`src/rtl/interrupt_controller.sv`:
```
// Eight-source prioritised interrupt controller: synchronises and latches IRQ lines,
// issues one request at a time to the core's sequencer and tracks in-service nesting.
module interrupt_controller #(
  parameter int         NUM_IRQ       = 8,
  parameter logic [9:0] VECTOR_TOP    = 10'd1009,
  parameter int         VECTOR_STRIDE = 3
) (
  input  logic               clk,
  input  logic               rst,
  input  logic [NUM_IRQ-1:0] irqIn,
  input  logic               regWrite,
  input  logic               regRead,
  input  logic [1:0]         regAddr,
  input  logic [7:0]         regWriteData,
  output logic [7:0]         regReadData,
  output logic               intReq,
  output logic [2:0]         intId,
  output logic [9:0]         isrAddress,
  input  logic               intAck,
  input  logic               intEoi
);

  localparam logic [9:0] STRIDE = 10'(VECTOR_STRIDE);

  // Returns {found, index} of the highest set bit.
  function automatic logic [3:0] hi_bit(input logic [7:0] v);
    logic [3:0] r;
    r = 4'd0;
    for (int i = 0; i < 8; i++) begin
      if (v[i]) r = {1'b1, 3'(i)};
      else      r = r;
    end
    return r;
  endfunction

  logic [NUM_IRQ-1:0] sync1_q, sync2_q, syncd_q;
  logic [7:0] mask_q, mask_d, pend_q, pend_d, edge_q, edge_d, insvc_q, insvc_d;
  logic [7:0] rdata_q, rdata_d;
  logic       req_q, req_d;
  logic [2:0] id_q, id_d;

  logic [7:0] rise_s, set_s, w1c_s, ack_bit_s, eoi_bit_s, active_s, rd_mux_s;
  logic [3:0] cand_s, top_s;

  // Next-state logic for registers, request and read data.
  always_comb begin
    rise_s    = sync2_q & ~syncd_q;
    set_s     = (edge_q & rise_s) | (~edge_q & sync2_q);
    mask_d    = mask_q;
    edge_d    = edge_q;
    w1c_s     = 8'd0;
    if (regWrite) begin
      case (regAddr)
        2'd0:    mask_d = regWriteData;
        2'd1:    w1c_s  = regWriteData;
        2'd2:    edge_d = regWriteData;
        default: w1c_s  = 8'd0;
      endcase
    end else begin
      w1c_s = 8'd0;
    end

    ack_bit_s = (intAck && req_q) ? (8'd1 << id_q) : 8'd0;
    top_s     = hi_bit(insvc_q);
    eoi_bit_s = (intEoi && top_s[3]) ? (8'd1 << top_s[2:0]) : 8'd0;
    // Set wins over ack/W1C clear, so a held level source re-latches immediately.
    pend_d    = (pend_q & ~(ack_bit_s | w1c_s)) | set_s;
    insvc_d   = (insvc_q & ~eoi_bit_s) | ack_bit_s;

    active_s  = pend_q & mask_q;
    cand_s    = hi_bit(active_s);
    req_d     = cand_s[3] && (!top_s[3] || (cand_s[2:0] > top_s[2:0]));
    id_d      = cand_s[3] ? cand_s[2:0] : id_q;

    case (regAddr)
      2'd0:    rd_mux_s = mask_q;
      2'd1:    rd_mux_s = pend_q;
      2'd2:    rd_mux_s = edge_q;
      default: rd_mux_s = insvc_q;
    endcase
    rdata_d = regRead ? rd_mux_s : rdata_q;
  end

  // State registers with synchronous reset.
  always_ff @(posedge clk) begin
    if (rst) begin
      sync1_q <= '0;
      sync2_q <= '0;
      syncd_q <= '0;
      mask_q  <= 8'h00;
      pend_q  <= 8'h00;
      edge_q  <= 8'hFF;
      insvc_q <= 8'h00;
      rdata_q <= 8'h00;
      req_q   <= 1'b0;
      id_q    <= 3'd0;
    end else begin
      sync1_q <= irqIn;
      sync2_q <= sync1_q;
      syncd_q <= sync2_q;
      mask_q  <= mask_d;
      pend_q  <= pend_d;
      edge_q  <= edge_d;
      insvc_q <= insvc_d;
      rdata_q <= rdata_d;
      req_q   <= req_d;
      id_q    <= id_d;
    end
  end

  assign regReadData = rdata_q;
  assign intReq      = req_q;
  assign intId       = id_q;
  assign isrAddress  = VECTOR_TOP - (STRIDE * {7'd0, id_q});

endmodule

```
`config.mk`:
```
export PLATFORM = sky130hd
export DESIGN_NAME = interrupt_controller
export DESIGN_NICKNAME = d
export VERILOG_FILES = /design/src/rtl/interrupt_controller.sv
export SDC_FILE = /design/constraint.sdc
export NUM_CORES = 1
export LEC_CHECK = 0
export BUFFER_PORTS_ARGS = -buffer_cell sky130_fd_sc_hd__buf_2
export CAP_MARGIN = 20
export CELL_PAD_IN_SITES_DETAIL_PLACEMENT = 1
export CELL_PAD_IN_SITES_GLOBAL_PLACEMENT = 1
export CORE_MARGIN = 4
export CORE_UTILIZATION = 43
export CTS_BUF_LIST = sky130_fd_sc_hd__clkbuf_4 sky130_fd_sc_hd__clkbuf_8 sky130_fd_sc_hd__clkbuf_16
export DETAILED_ROUTE_END_ITERATION = 6
export PLACE_DENSITY_LB_ADDON = 0.1
export SKIP_LAST_GASP = 1
export SYNTH_ARGS = -nofsm -noshare
export SYNTH_HDL_FRONTEND = slang
export SYNTH_SLANG_ARGS = --single-unit
```
`constraint.sdc`:
```
create_clock -name clk -period 2 [get_ports clk]
set_input_delay 0.1 -clock clk [delete_from_list [all_inputs] [get_ports clk]]
set_output_delay 0.1 -clock clk [all_outputs]
set_load 0.01 [all_outputs]
```
After elaboration in Yosys (flattened, before gate mapping)
Index checks and enable logic that the tools add are counted.
{"block": "totals", "ff_bits": 68, "output_inout_bits": 22, "elab_cells": 60}
{"block": "classes", "n_addsub": 1, "n_mul": 1, "order_cmp": 1, "eq_ne": 2, "n_shift": 2, "mux": 21, "n_bitwise": 14, "n_reduce_logical": 8}
{"op": "two-way mux 4 bit", "n": 16}
{"op": "AND 8 bit", "n": 6}
{"op": "two-way mux 8 bit", "n": 4}
{"op": "NOT 8 bit", "n": 4}
{"op": "OR 8 bit", "n": 4}
{"op": "one-hot mux 8 bit (3 select lines)", "n": 1}
{"op": "<< shifter 1 x 3 -> 8 bit, first input constant", "n": 2}
{"op": "subtractor 5 x 6 -> 7 bit, first input constant", "n": 1}
{"op": "multiplier 2 x 3 -> 5 bit, first input constant", "n": 1}
{"op": "AND reduction 2 bit", "n": 2}
{"op": "greater-than comparator 3 bit", "n": 1}
{"op": "logical AND 1 bit", "n": 3}
{"op": "equality test 2 x 1 -> 1 bit, second input constant", "n": 1}
{"op": "equality test 2 bit, second input constant", "n": 1}
{"op": "zero test 2 bit", "n": 1}
{"op": "zero test 1 bit", "n": 1}
{"op": "logical OR 1 bit", "n": 1}

Longest topological paths before layout
{"block": "logic_depth", "word_depth": 13, "ltp_mapped": 8}

Least setup slack after synthesis
No wires, ideal clock.
{"block": "synth_timing", "path_kind": "register to output", "startpoint": "register id_q[1] (netlist: intId[1])", "endpoint": "output isrAddress[5]", "t_arrival_ps": 1671, "required_ps": 1900, "setup_slack_ps": 229, "path_stages_with_launch": 7, "path_buffers": 0, "cell_sequence": "dfxtp_1 -> ha_1 -> fa_1 -> inv_1 -> ha_1 -> inv_1 -> o21bai_1"}
{"block": "synth_via", "elab_chain_len": 2}
{"element": "from (decl)", "line": "40", "rtl": "logic [2:0] id_q, id_d;"}
{"element": "from (signal assigned)", "line": "107", "rtl": "id_q <= id_d;"}
{"element": "multiplier 2 x 3 -> 5 bit", "line": "114", "rtl": "assign isrAddress = VECTOR_TOP - (STRIDE * {7'd0, id_q});"}
{"element": "subtractor 5 x 6 -> 7 bit", "line": "114"}
{"element": "to (decl)", "line": "18", "rtl": "output logic [9:0] isrAddress,"}
No other way between the ends.

Worst setup path in the final report
{"block": "layout_timing", "startpoint": "register id_q[1] (netlist: intId[1])", "endpoint": "output isrAddress[3]"}
The elaborated chain is that of the path after synthesis.

==> run summary <==
* complete, but fails checks — outcome
* setup timing — failing checks
* 783 — number of fill cells
* 0% — fraction of registers with async set/reset
* buf_6 -> fa_2 -> inv_2 -> ha_4 -> xnor2_2 -> buf_2 — crit path cell chain
* 91.5 um — die extent in y
* 0 — count of nets left with antenna violations after detail routing
* 3 — number of levels the H-tree was split into
* 9 — Inserted Clock Buffers
* 0 — number of design rule violations left after detail routing
* clkbuf_8 — library cell used as clock root buffer
* 3 — worst hold path stage count
* 6 — worst-path fanout max
* 30 — site row count
* 7.50 mm — Post-Route WL
* 23.2% — Area Overhead vs Synth
* simple AND/OR/NAND/NOR gates — dominant combinational cell family by area after synthesis
* adder cells — kind of cell adding the most delay to the critical path
* 41 — number of buffer cells added on primary ports
* 70 ps — Clk pin slew, worst setup/hold paths
* 54.3% — core utilization of the finished layout
* 3 — total buffers and inverters traversed by the critical path
* -106 ps — setup tns final
* register — Critical Path Start Type
* 340 ps — clock latency of the later-clocked register in the worst-skew pair
* 105% — Period Utilization, post-route
* 0 — Fin. Hold Viols
* 1370 um^2 — total area of sequential cells
* 1570 um^2 — multi-input gate area in the final layout
* 44.1% — Initial Utilization
* 0.000641 V — maximum resistive drop on vdd
* 117 — DRC violation total after the first TritonRoute iteration
* 0 — number of flops mapped to enable cells by yosys
* intReq — critical register-to-register path endpoint
* 4 — 1st-pass router iterations
* 68 — Seq cells post-synth
* 140 ps — setup slack, reg-to-reg
* 6790 um^2 — area inside the core boundary
* 9.81% — complex-gate fraction of the synthesized area
* 7 — worst reg2reg path depth
* 21 — largest net degree at the start of global routing
* 782 nW/um^2 — PD cells
* 0.849 — routability cong.
* 4.84% — share of synthesized cell area in full adder, half adder and majority cells
* 2384 — vias
* 45.4% — sequential share of the synthesized area
* 7.29 ps — Layout Skew
* 0 — number of warnings reported in the yosys synthesis log
* 2000 ps — arrival time of the worst setup path
* regWriteData[6] — Min-Delay Startpoint
* 12.5 mm — wire length of the first global-routing pass
* 8370 um^2 — full die area
* done — TritonCTS clock tree
* input pin to register — HP Class
* output pin — category of the worst setup path capture point
* 477 MHz — achievable frequency
* 26.3% — fraction of final layout cells sized beyond drive strength 1
* 5.13 — Via-to-Cell Ratio
* 91.5 um — Die X-Extent
* dfxtp_1 — Synth Flop Type
* 600 ps — highest cell delay on the worst timing path
* 11.4% — multiplexer share of the synthesized area
* -97.3 ps — minimum setup slack in the final design
* 0 — Final Slew Violations
* 16.1 um — average routed wire per standard cell
* 3000 um^2 — Mapped Area
* 304 — synthesized instance count
* edge_q[6] — endpoint of the worst hold-timing path
* 121 ps — worst slack at placement
* 0 — number of antenna repair diodes
* 5.48 mm — estimated wirelength of the detail-placed design
* 0 — antenna violations before repair
* yes — unrepaired setup endpoints after global routing
* 1900 ps — data required time at the worst endpoint
* 2 — setup violators final
* 18.9% — Total GRT Usage
* register to output pin — class of the most critical setup path
* 9.86 um^2 — mean area per synthesized cell
* 0.877% — Synth Area in XOR/XNOR
* 2100 ps — min cycle time layout
* 0 — max-cap violation count
* 23.4% — basic-gate share of the synthesized area counting and, or, nand and nor cells
* fa_2 — critical-path cell with the highest stage delay
* 2 — buffers from clock root to sink, at most
* 0 — GRT Residual Overflow
* 399 — Total Nets Final
* 68 — sinks on the clock net
* 1.59 nW — leakage power
* 43 — distinct cell type count of the synthesized netlist
* 18.7 ps — worst hold margin
* 46 — number of top-level pins
* mask_q[2] — FF-to-FF Start
* 2484 — via count of the first global-routing pass
## where the power goes
group	internal [mW]	switching, mW
logic	0.143	0.146
clock network	0.654	0.504
registers	1.41	0.0343
total	2.20	0.684
## metrics by stage
stage	total power, mW	cell area [um^2]	instances
3_3_place_gp	1.73	3310	437
5_1_grt	3.01	3690	465
3_5_place_dp	1.73	3310	437
4_1_cts	2.92	3670	464
6_report	2.89	3690	465
2_1_floorplan	1.64	3010	307
## Yosys cell counts (2+ instances only)
master | count | area share, %
and3_1 | 2 | 0.42
xnor2_1 | 2 | 0.58
mux4_2 | 8 | 6.0
nand3_2 | 2 | 0.67
buf_1 | 3 | 0.38
buf_4 | 5 | 1.3
nor3b_1 | 2 | 0.50
a221oi_2 | 2 | 1.0
nand2b_1 | 3 | 0.63
and3b_1 | 2 | 0.58
o21ai_1 | 2 | 0.33
nor2b_1 | 23 | 4.8
clkbuf_1 | 5 | 0.63
o21bai_1 | 2 | 0.50
nand3b_1 | 10 | 2.5
nand2_1 | 53 | 6.6
ha_1 | 10 | 4.2
a22o_1 | 5 | 1.5
nand3_1 | 4 | 0.67
and2b_1 | 2 | 0.50
nor2_1 | 19 | 2.4
dfxtp_1 | 68 | 45
o21ai_0 | 5 | 0.83
buf_2 | 3 | 0.50
nand4b_1 | 5 | 1.5
mux2i_1 | 16 | 5.3
nor3_1 | 3 | 0.50
a21oi_1 | 16 | 2.7
inv_1 | 8 | 1.0
## timing repair
item / 4_1_cts / 5_1_grt
setup buffers: 2 / 1
setup endpoints to repair: 4 / 5
resized for setup: 10 / 5
pin swaps: 4 / 3
hold buffers: 9 / 0
hold endpoints to repair: 9 / 0
## cell usage in the layout, fill, tap and decap left out, drive strengths merged, types with 2 or more instances in the layout
cell type     n
dfxtp        68
buf          54
nand2        53
nor2b        23
nor2         19
a21oi        16
mux2i        16
clkbuf       12
nand3b       10
ha           10
dlygate4sd3   9
mux4          8
inv           8
o21ai         7
nand3         6
a22o          5
nand4b        5
conb          4
nand2b        3
a221oi        3
nor3          3
and3          2
nor3b         2
o21bai        2
and3b         2
and2b         2
clkinv        2
xnor2         2
## kinds of logic after synthesis
logic type / after synthesis
AOI/OAI and AO/OA: 39
DFF: 68
buffers and inverters: 25
other: 1
and+or+nand+nor: 133
adders and majority gates: 11
muxes: 24
xor gates and xnor gates: 3
## worst max-delay path by stage
stage	startpoint	end	slack, ps	cells after the start
2_1_floorplan	intId[1]	isrAddress[5]	230	6
3_3_place_gp	mask_q[2]	intReq	160	8
3_5_place_dp	mask_q[2]	intReq	120	8
4_1_cts	intId[0]	isrAddress[3]	-40	6
5_1_grt	intId[1]	isrAddress[3]	-190	6
6_report	intId[1]	isrAddress[3]	-100	6
## flip-flops by register name, indices dropped and copies added (netlist names)
register / cells
regReadData: 8
pend_q: 8
sync1_q: 8
sync2_q: 8
mask_q: 8
insvc_q: 8
intId: 3
intReq: 1
edge_q: 8
syncd_q: 8
## routing by layer
metal / GRT usage [%] / vias up / part of all wire, %
li1: - / 1156 / -
met1: 24.0 / 1168 / 46
met2: 32.2 / 51 / 50
met3: 3.31 / 9 / 2.9
met4: 6.53 / 0 / 1.2
met5: 0 / - / 0
## worst reg2reg max path, stage by stage, from the launching register on
cell      delay [ps]
dfxtp_1          370
nand2_1           80
a32o_1           280
a221oi_2         330
ha_1             290
nand3_1           70
o21ai_1           80
a221oi_2         280
## cell type report
cell class | instances | share of cell area (%)
Clock buffer | 12 | 4.31
Sequential cell | 68 | 37.1
Tap cell | 96 | 3.25
Clock inverter | 4 | 1.29
Multi-Input combinational cell | 214 | 42.5
Inverter | 8 | 0.814
Timing Repair Buffer | 63 | 10.7
(Power assumes the default switching activity.)
